$ cat src/rtl/seven_segment_scanner.sv
// Multiplexed hex seven-segment scanner with ghost-blank phases.
// Optional: SSD_LEADING_ZERO_BLANK_EN blanks leading zero digits.
module seven_segment_scanner #(
  parameter int NUM_DIGITS = 8,
  parameter int DIV_COUNT  = 65536
) (
  input  logic                    clk,
  input  logic                    rst_n,
  input  logic [4*NUM_DIGITS-1:0] value,
  input  logic [NUM_DIGITS-1:0]   dp,
  input  logic [NUM_DIGITS-1:0]   digit_en,
  output logic [6:0]              seg,
  output logic                    dp_n,
  output logic [NUM_DIGITS-1:0]   an,
  output logic                    frame_start
);

  localparam int PH = 2 * NUM_DIGITS;
  localparam int PW = $clog2(PH);
  localparam int DW = $clog2(DIV_COUNT);

  logic [DW-1:0]           div_q;
  logic [PW-1:0]           phase_q;
  logic [PW-1:0]           phase_nx;
  logic [4*NUM_DIGITS-1:0] val_q;
  logic [NUM_DIGITS-1:0]   dp_q;
  logic [NUM_DIGITS-1:0]   en_q;
  logic [4*NUM_DIGITS-1:0] val_src;
  logic [NUM_DIGITS-1:0]   dp_src;
  logic [NUM_DIGITS-1:0]   en_src;
  logic [NUM_DIGITS-1:0]   lz_ok;
  logic [NUM_DIGITS-1:0]   an_nx;
  logic [6:0]              seg_nx;
  logic                    dp_nx;
  logic                    tick;
  logic                    wrap;

  function automatic logic [6:0] font(input logic [3:0] d);
    unique case (d)
      4'h0: font = 7'b0000001;
      4'h1: font = 7'b1001111;
      4'h2: font = 7'b0010010;
      4'h3: font = 7'b0000110;
      4'h4: font = 7'b1001100;
      4'h5: font = 7'b0100100;
      4'h6: font = 7'b0100000;
      4'h7: font = 7'b0001111;
      4'h8: font = 7'b0000000;
      4'h9: font = 7'b0000100;
      4'hA: font = 7'b0001000;
      4'hB: font = 7'b1100000;
      4'hC: font = 7'b0110001;
      4'hD: font = 7'b1000010;
      4'hE: font = 7'b0110000;
      default: font = 7'b0111000;
    endcase
  endfunction

  assign tick     = div_q == DW'(DIV_COUNT - 1);
  assign wrap     = phase_q == PW'(PH - 1);
  assign phase_nx = wrap ? '0 : phase_q + PW'(1);

  // Entering phase 0 shows the fresh snapshot being captured this edge
  assign val_src = wrap ? value    : val_q;
  assign dp_src  = wrap ? dp       : dp_q;
  assign en_src  = wrap ? digit_en : en_q;

`ifdef SSD_LEADING_ZERO_BLANK_EN
  always_comb begin
    lz_ok = '0;
    for (int i = 0; i < NUM_DIGITS; i++) begin
      lz_ok[i] = (i == 0) || dp_src[i] ||
                 ((val_src >> (4 * i)) != '0);
    end
  end
`else
  assign lz_ok = '1;
`endif

  always_comb begin
    an_nx  = '1;
    seg_nx = 7'b1111111;
    dp_nx  = 1'b1;
    for (int i = 0; i < NUM_DIGITS; i++) begin
      if (phase_nx == PW'(2 * i) && en_src[i] && lz_ok[i]) begin
        an_nx[i] = 1'b0;
        seg_nx   = font(val_src[4*i +: 4]);
        dp_nx    = ~dp_src[i];
      end
    end
  end

  always_ff @(posedge clk) begin
    if (!rst_n) begin
      div_q       <= '0;
      phase_q     <= PW'(PH - 1);
      val_q       <= '0;
      dp_q        <= '0;
      en_q        <= '0;
      an          <= '1;
      seg         <= 7'b1111111;
      dp_n        <= 1'b1;
      frame_start <= 1'b0;
    end else begin
      div_q       <= tick ? '0 : div_q + DW'(1);
      frame_start <= tick && wrap;
      if (tick) begin
        phase_q <= phase_nx;
        an      <= an_nx;
        seg     <= seg_nx;
        dp_n    <= dp_nx;
        if (wrap) begin
          val_q <= value;
          dp_q  <= dp;
          en_q  <= digit_en;
        end
      end
    end
  end

endmodule

$ cat config.mk
export PLATFORM = sky130hd
export DESIGN_NAME = seven_segment_scanner
export DESIGN_NICKNAME = d
export VERILOG_FILES = /design/src/rtl/seven_segment_scanner.sv
export SDC_FILE = /design/constraint.sdc
export NUM_CORES = 1
export LEC_CHECK = 0
export CAP_MARGIN = 20
export CORE_AREA = 2 2 120 122
export DETAILED_ROUTE_END_ITERATION = 6
export DIE_AREA = 0 0 122 124
export PLACE_DENSITY_LB_ADDON = 0.1
export SYNTH_ARGS = -nofsm -noshare
export SYNTH_HDL_FRONTEND = slang
export SYNTH_SLANG_ARGS = --single-unit
$ cat constraint.sdc
create_clock -name clk -period 4.25 [get_ports clk]
set_input_delay 0.425 -clock clk [delete_from_list [all_inputs] [get_ports clk]]
set_output_delay 0.425 -clock clk [all_outputs]
set_load 0.03 [all_outputs]
* Word level (Yosys, flattened, before mapping) *
Memories as Yosys holds them, arrays and structs flattened.
Cells that the tools add are included.

operators by class
  reductions and logical operators = 11
  bitwise operators = 9
  add/sub/neg operators = 2
  eq/ne operators = 9
  multiplexer cells = 28

operators with widths
  cell                   count
  $mux 7                 8
  $mux 32                1
  $eq 4x4->1 const B     5
  $add 16x1->16 const B  1
  $eq 16x16->1 const B   1
  $mux 1                 16
  $mux 8                 2
  $logic_and 1x1->1      9
  $not 1->1              9
  $eq 4x3->1 const B     2
  $add 4x1->4 const B    1
  $eq 4x2->1 const B     1
  $logic_not 4->1        1
  $mux 4                 1
  $reduce_or 2->1        1

word-level totals
  bits in read-only memories = 896
  output and inout port bits = 17
  register bits = 85
  logic and storage cells = 76
  memories kept = 8
  input port bits = 50

memories
  name             depth  bits a word  read ports  clocked after Yosys merged registers in  wr ports  RTL line  text
  (no name shown)  16     7            1           0                                        0         39        unique case (d)
  (no name shown)  16     7            1           0                                        0         39
  (no name shown)  16     7            1           0                                        0         39
  (no name shown)  16     7            1           0                                        0         39
  (no name shown)  16     7            1           0                                        0         39
  (no name shown)  16     7            1           0                                        0         39
  +2 memories      n/a    n/a          n/a         n/a                                      n/a       n/a

* Logic depth before layout (Yosys ltp) *
  depth after elaboration = 12
  depth in mapped cells = 20
  mapped depth without buffers = 13

* Least setup slack after synthesis *
OpenSTA, ideal clock, no wires.

  path kind = register to register
  start = reg phase_q[0]
  end = reg seg[0]
  library setup time = 0.132 ns
  clock period less this slack = 3.373 ns
  arrival time = 3.241 ns
  path slack = 0.877 ns
  path buffers = 5
  stages on the path, launching flop included = 16
  required time = 4.118 ns
  path through = dfxtp_1 -> ha_1 -> buf_6 -> and3_4 -> buf_6 -> buf_12 -> buf_8 -> buf_6 -> mux2i_1 -> inv_1 -> ha_1 -> or2_1 -> a32oi_1 -> nor2_1 -> a2111oi_2 -> a32oi_1

on the way
  elaborated cells between the ends (all ways) = 37
  those cells by class = 1 x add/sub; 8 x eq/ne; 11 x mux; 9 x reduce/logical; 8 x memory

RTL lines
  item                    RTL line  text
  from (decl)             23        logic [PW-1:0] phase_q;
  from (signal assigned)  96        phase_q <= PW'(PH - 1);
  from (signal assigned)  108       phase_q <= phase_nx;
  $eq 4x4->1              60        assign wrap = phase_q == PW'(PH - 1);
  $mux 32                 n/a
  named net val_src[24]   28        logic [4*NUM_DIGITS-1:0] val_src;
  $mem_v2 16x7            n/a
  $mux 7 (2 in a row)     85        if (phase_nx == PW'(2 * i) && en_src[i] && lz_ok[i]) begin
  to (signal assigned)    110       seg <= seg_nx;
  to (decl)               12        output logic [6:0] seg,

The timed path passes the listed nets, and every way through them passes these cells.
A chain may end at the register's enable or synchronous reset.

* Worst setup path in the final report *
  start = reg phase_q[0]
  end = reg seg[3]

on the way
  elaborated cells between the ends (all ways) = 37
  those cells by class = 1 x add/sub; 8 x eq/ne; 11 x mux; 9 x reduce/logical; 8 x memory

RTL lines
  item                   RTL line
  $eq 4x4->1             60
  $mux 32                n/a
  named net val_src[13]  28
  $mem_v2 16x7           n/a
  $mux 7 (5 in a row)    85

The timed path passes the listed nets, and every way through them passes these cells.

==> metrics.cfg <==
[grt]
grt_pass1_wl_um = 29100
grt_max_degree = 68
grt_usage_pct = 24.3
antenna_found_initial = 0
grt_pass1_vias = 5832
overflow = 0

[finish]
final_cells = 1062
final_common_cell = nand2_1
n_antenna_cell = 0
area_growth_pct = 15.2
fin_nets = 979
final_area_um2 = 7760
drive_gt1_share_pct = 8.28
mostFrequentLayoutCells = nand2_1 (173), dfxtp_1 (85), clkdlybuf4s50_1 (65)

[setup_path]
path_buf_inv = 3
cp.required_ps = 4460
regToRegStartpoint = phase_q[0]$_SDFFE_PN1N_
crit_family = compound AO/OA/AOI/OAI gates
worstSetupEndpointType = flop
start_kind = flop
critPathArrivalTime_ps = 3900
setup.worst_path.start = phase_q[0]$_SDFFE_PN1N_
path_cells = ha_1 > and3_4 > buf_4 > nand2_1 > nand2_1 > inv_1 > ha_1 > inv_1 > mux2i_1 > a221oi_1 > a31oi_1 > o311ai_1 > a221oi_2 > o211ai_1
crit_path_top_delay_cell = and3_4
path_class = flop to flop
max_stage_delay_ps = 480
critPathMaxFanout = 21

[sta]
setup_viol = 0
drv_slew = 0
fin_worst_skew_ps = 8.33
timing.setup.tns_ps = 0
hold_viol = 0
post-route-period-util_pct = 86.7
max_slew.worst_pin.slew_ps = 778
relSlewSlack_pct = 48.1
grt_setup_unrepaired = no
timing.fmax_mhz = 271
period_minus_slack_ps = 3690

[logic_synthesis]
syn-cell-area_um2 = 6740
synth_cells = 835
synth_seq_area_share_pct = 25.3
synthFlopType = dfxtp_1
yosysWarnings = 0
synth_edf_count = 0
yosysUniqueCellTypes = 70
synth_seq_cells = 85
synthArstFlopShare_pct = 0
avgSynthCellArea_um2 = 8.07
syn_nets = 937

[detailed_routing]
drt_iter0_drc = 450
wl_per_cell_um = 17.2
vias = 6313
ant_nets = 0
firstDrtPassIters = 5
routed_via_density = 5.94
drc = 0
drt-total-wl_um = 18200

[placed_design]
dp.final_hpwl_um = 13200
placed_area_um2 = 7450
io_buffers = 66
gp_congestion = 0.918
placed_cells = 1046

[cts]
post-cts-setup-buffers = 0
root_buffer = clkbuf_16
clockBufferDepth = 2
numCtsBuffers = 9
clk_latency_ps = 350
cts-resized-gates = 0
htree_levels = 3
cts_tree = done
cts_sinks = 85
cts_hold_buf = 0
path_clk_slew_ps = 70

[floorplanning]
floorplan.rows = 43
chipWidth_um = 122
core_area_um2 = 13700
start_util_pct = 49.1
die_area_um2 = 15100
die_y_um = 124
ios = 67

[worst_hold_path]
hold_class = flop to flop
hp-start = div_q[0]$_SDFF_PP0_

[pwr]
pwr_density_cell_nw_per_um2 = 249
vdd_ir_drop_max_v = 0.000226
power.leakage_nw = 3.44

[status]
outcome = finished, final reports clean

[job]
drv_cap = 0

registers in the layout, indices dropped and copies added (netlist names):
register and flops:
phase_q 4, dp_n 1, en_q 8, val_q 32
dp_q 8, seg 7, div_q 16, an 8
frame_start 1
worst register-to-register path: cells and delay by family (launching register included):
kind,cells,cell delay (ps)
AOI/OAI and AO/OA,5,950
and+or+nand+nor,3,770
adders and majority gates,2,680
buffers and inverters,3,550
DFF,1,460
muxes,1,130
where the power goes:
part           internal (mW)  switching, mW  leakage, nW
clock                  0.471          0.373        0.152
sequential             0.798        0.00187        0.686
combinational          0.132          0.158         2.60
layer usage:
layer  share of wire, %  GRT usage [%]
met1                 45           31.4
met4                2.9           10.4
met3                5.0           3.57
met5                  0              0
met2                 48           40.5
cells by family (layout without fill, tap and decap cells):
| logic type | Yosys count | in the layout | synth area share [%] |
|---|---|---|---|
| AND/OR/NAND/NOR | 330 | 330 | 21.8 |
| AO/OA/AOI/OAI | 207 | 207 | 23.5 |
| flip-flops | 85 | 85 | 25.3 |
| buffers and inverters | 82 | 129 | 6.02 |
| multiplexers | 59 | 59 | 11.2 |
| adder cells (fa/ha/maj) | 52 | 52 | 9.66 |
| XOR/XNOR | 20 | 20 | 2.60 |
path summary, 6_finish.rpt:
check / to / slack [ps] / depth (start not counted)
max: seg[3]$_SDFFE_PN1N_ / 560 / 14
min: div_q[0]$_SDFF_PP0_ / 450 / 1
max reg2reg: seg[3]$_SDFFE_PN1N_ / 560 / 14
min reg2reg: div_q[0]$_SDFF_PP0_ / 450 / 1
per-stage QoR:
step / hold slack (ps) / setup WS, ps / total power, mW / utilization, %
floorplan: 413 / 877 / 0.999 / -
global placement: 427 / 924 / 1.10 / 54.3
detailed placement: 440 / 643 / 1.10 / 54.3
CTS: 456 / 621 / 1.95 / 56.6
global route: 472 / 338 / 2.01 / 56.6
finish: 449 / 564 / 1.93 / 56.6
cell type report:
class / count / area (um2)
inverters: 33 / 124
clock buffers: 9 / 225
flip-flops and latches: 85 / 1700
well taps: 180 / 225
repair buffers: 80 / 761
multi-input cells: 668 / 4640
clock inverters: 7 / 88.8
fillers: 1327 / 5960
cell usage after synthesis, types with 5 or more instances:
library cell | number | area (um2)
o221ai_1 | 5 | 43.8
xnor2_1 | 13 | 114
a21boi_0 | 27 | 203
mux2i_4 | 6 | 135
ha_1 | 52 | 651
mux2_2 | 6 | 67.6
inv_1 | 33 | 124
o22ai_1 | 7 | 43.8
a311oi_1 | 6 | 52.6
a221oi_1 | 7 | 61.3
nand3_1 | 26 | 130
clkbuf_1 | 25 | 93.8
mux2_4 | 6 | 90.1
o31ai_1 | 7 | 52.6
a21oi_1 | 27 | 135
nand2b_1 | 6 | 37.5
nand4_1 | 5 | 31.3
dfxtp_1 | 85 | 1700
a31oi_1 | 9 | 56.3
buf_6 | 6 | 67.6
nor3b_1 | 7 | 52.6
nand2_1 | 173 | 649
o211a_1 | 24 | 240
o311ai_0 | 5 | 43.8
o21ai_0 | 19 | 95.1
and3_1 | 7 | 43.8
mux2i_2 | 7 | 96.3
a211oi_1 | 7 | 52.6
nor2_1 | 49 | 184
buf_2 | 8 | 40.0
nand3b_1 | 6 | 45.0
and2_1 | 8 | 50.1
mux2i_1 | 32 | 320
xor2_1 | 7 | 61.3
nor3_1 | 27 | 135
o211ai_1 | 16 | 120
No activity file was read; power rests on OpenSTA's default activity.
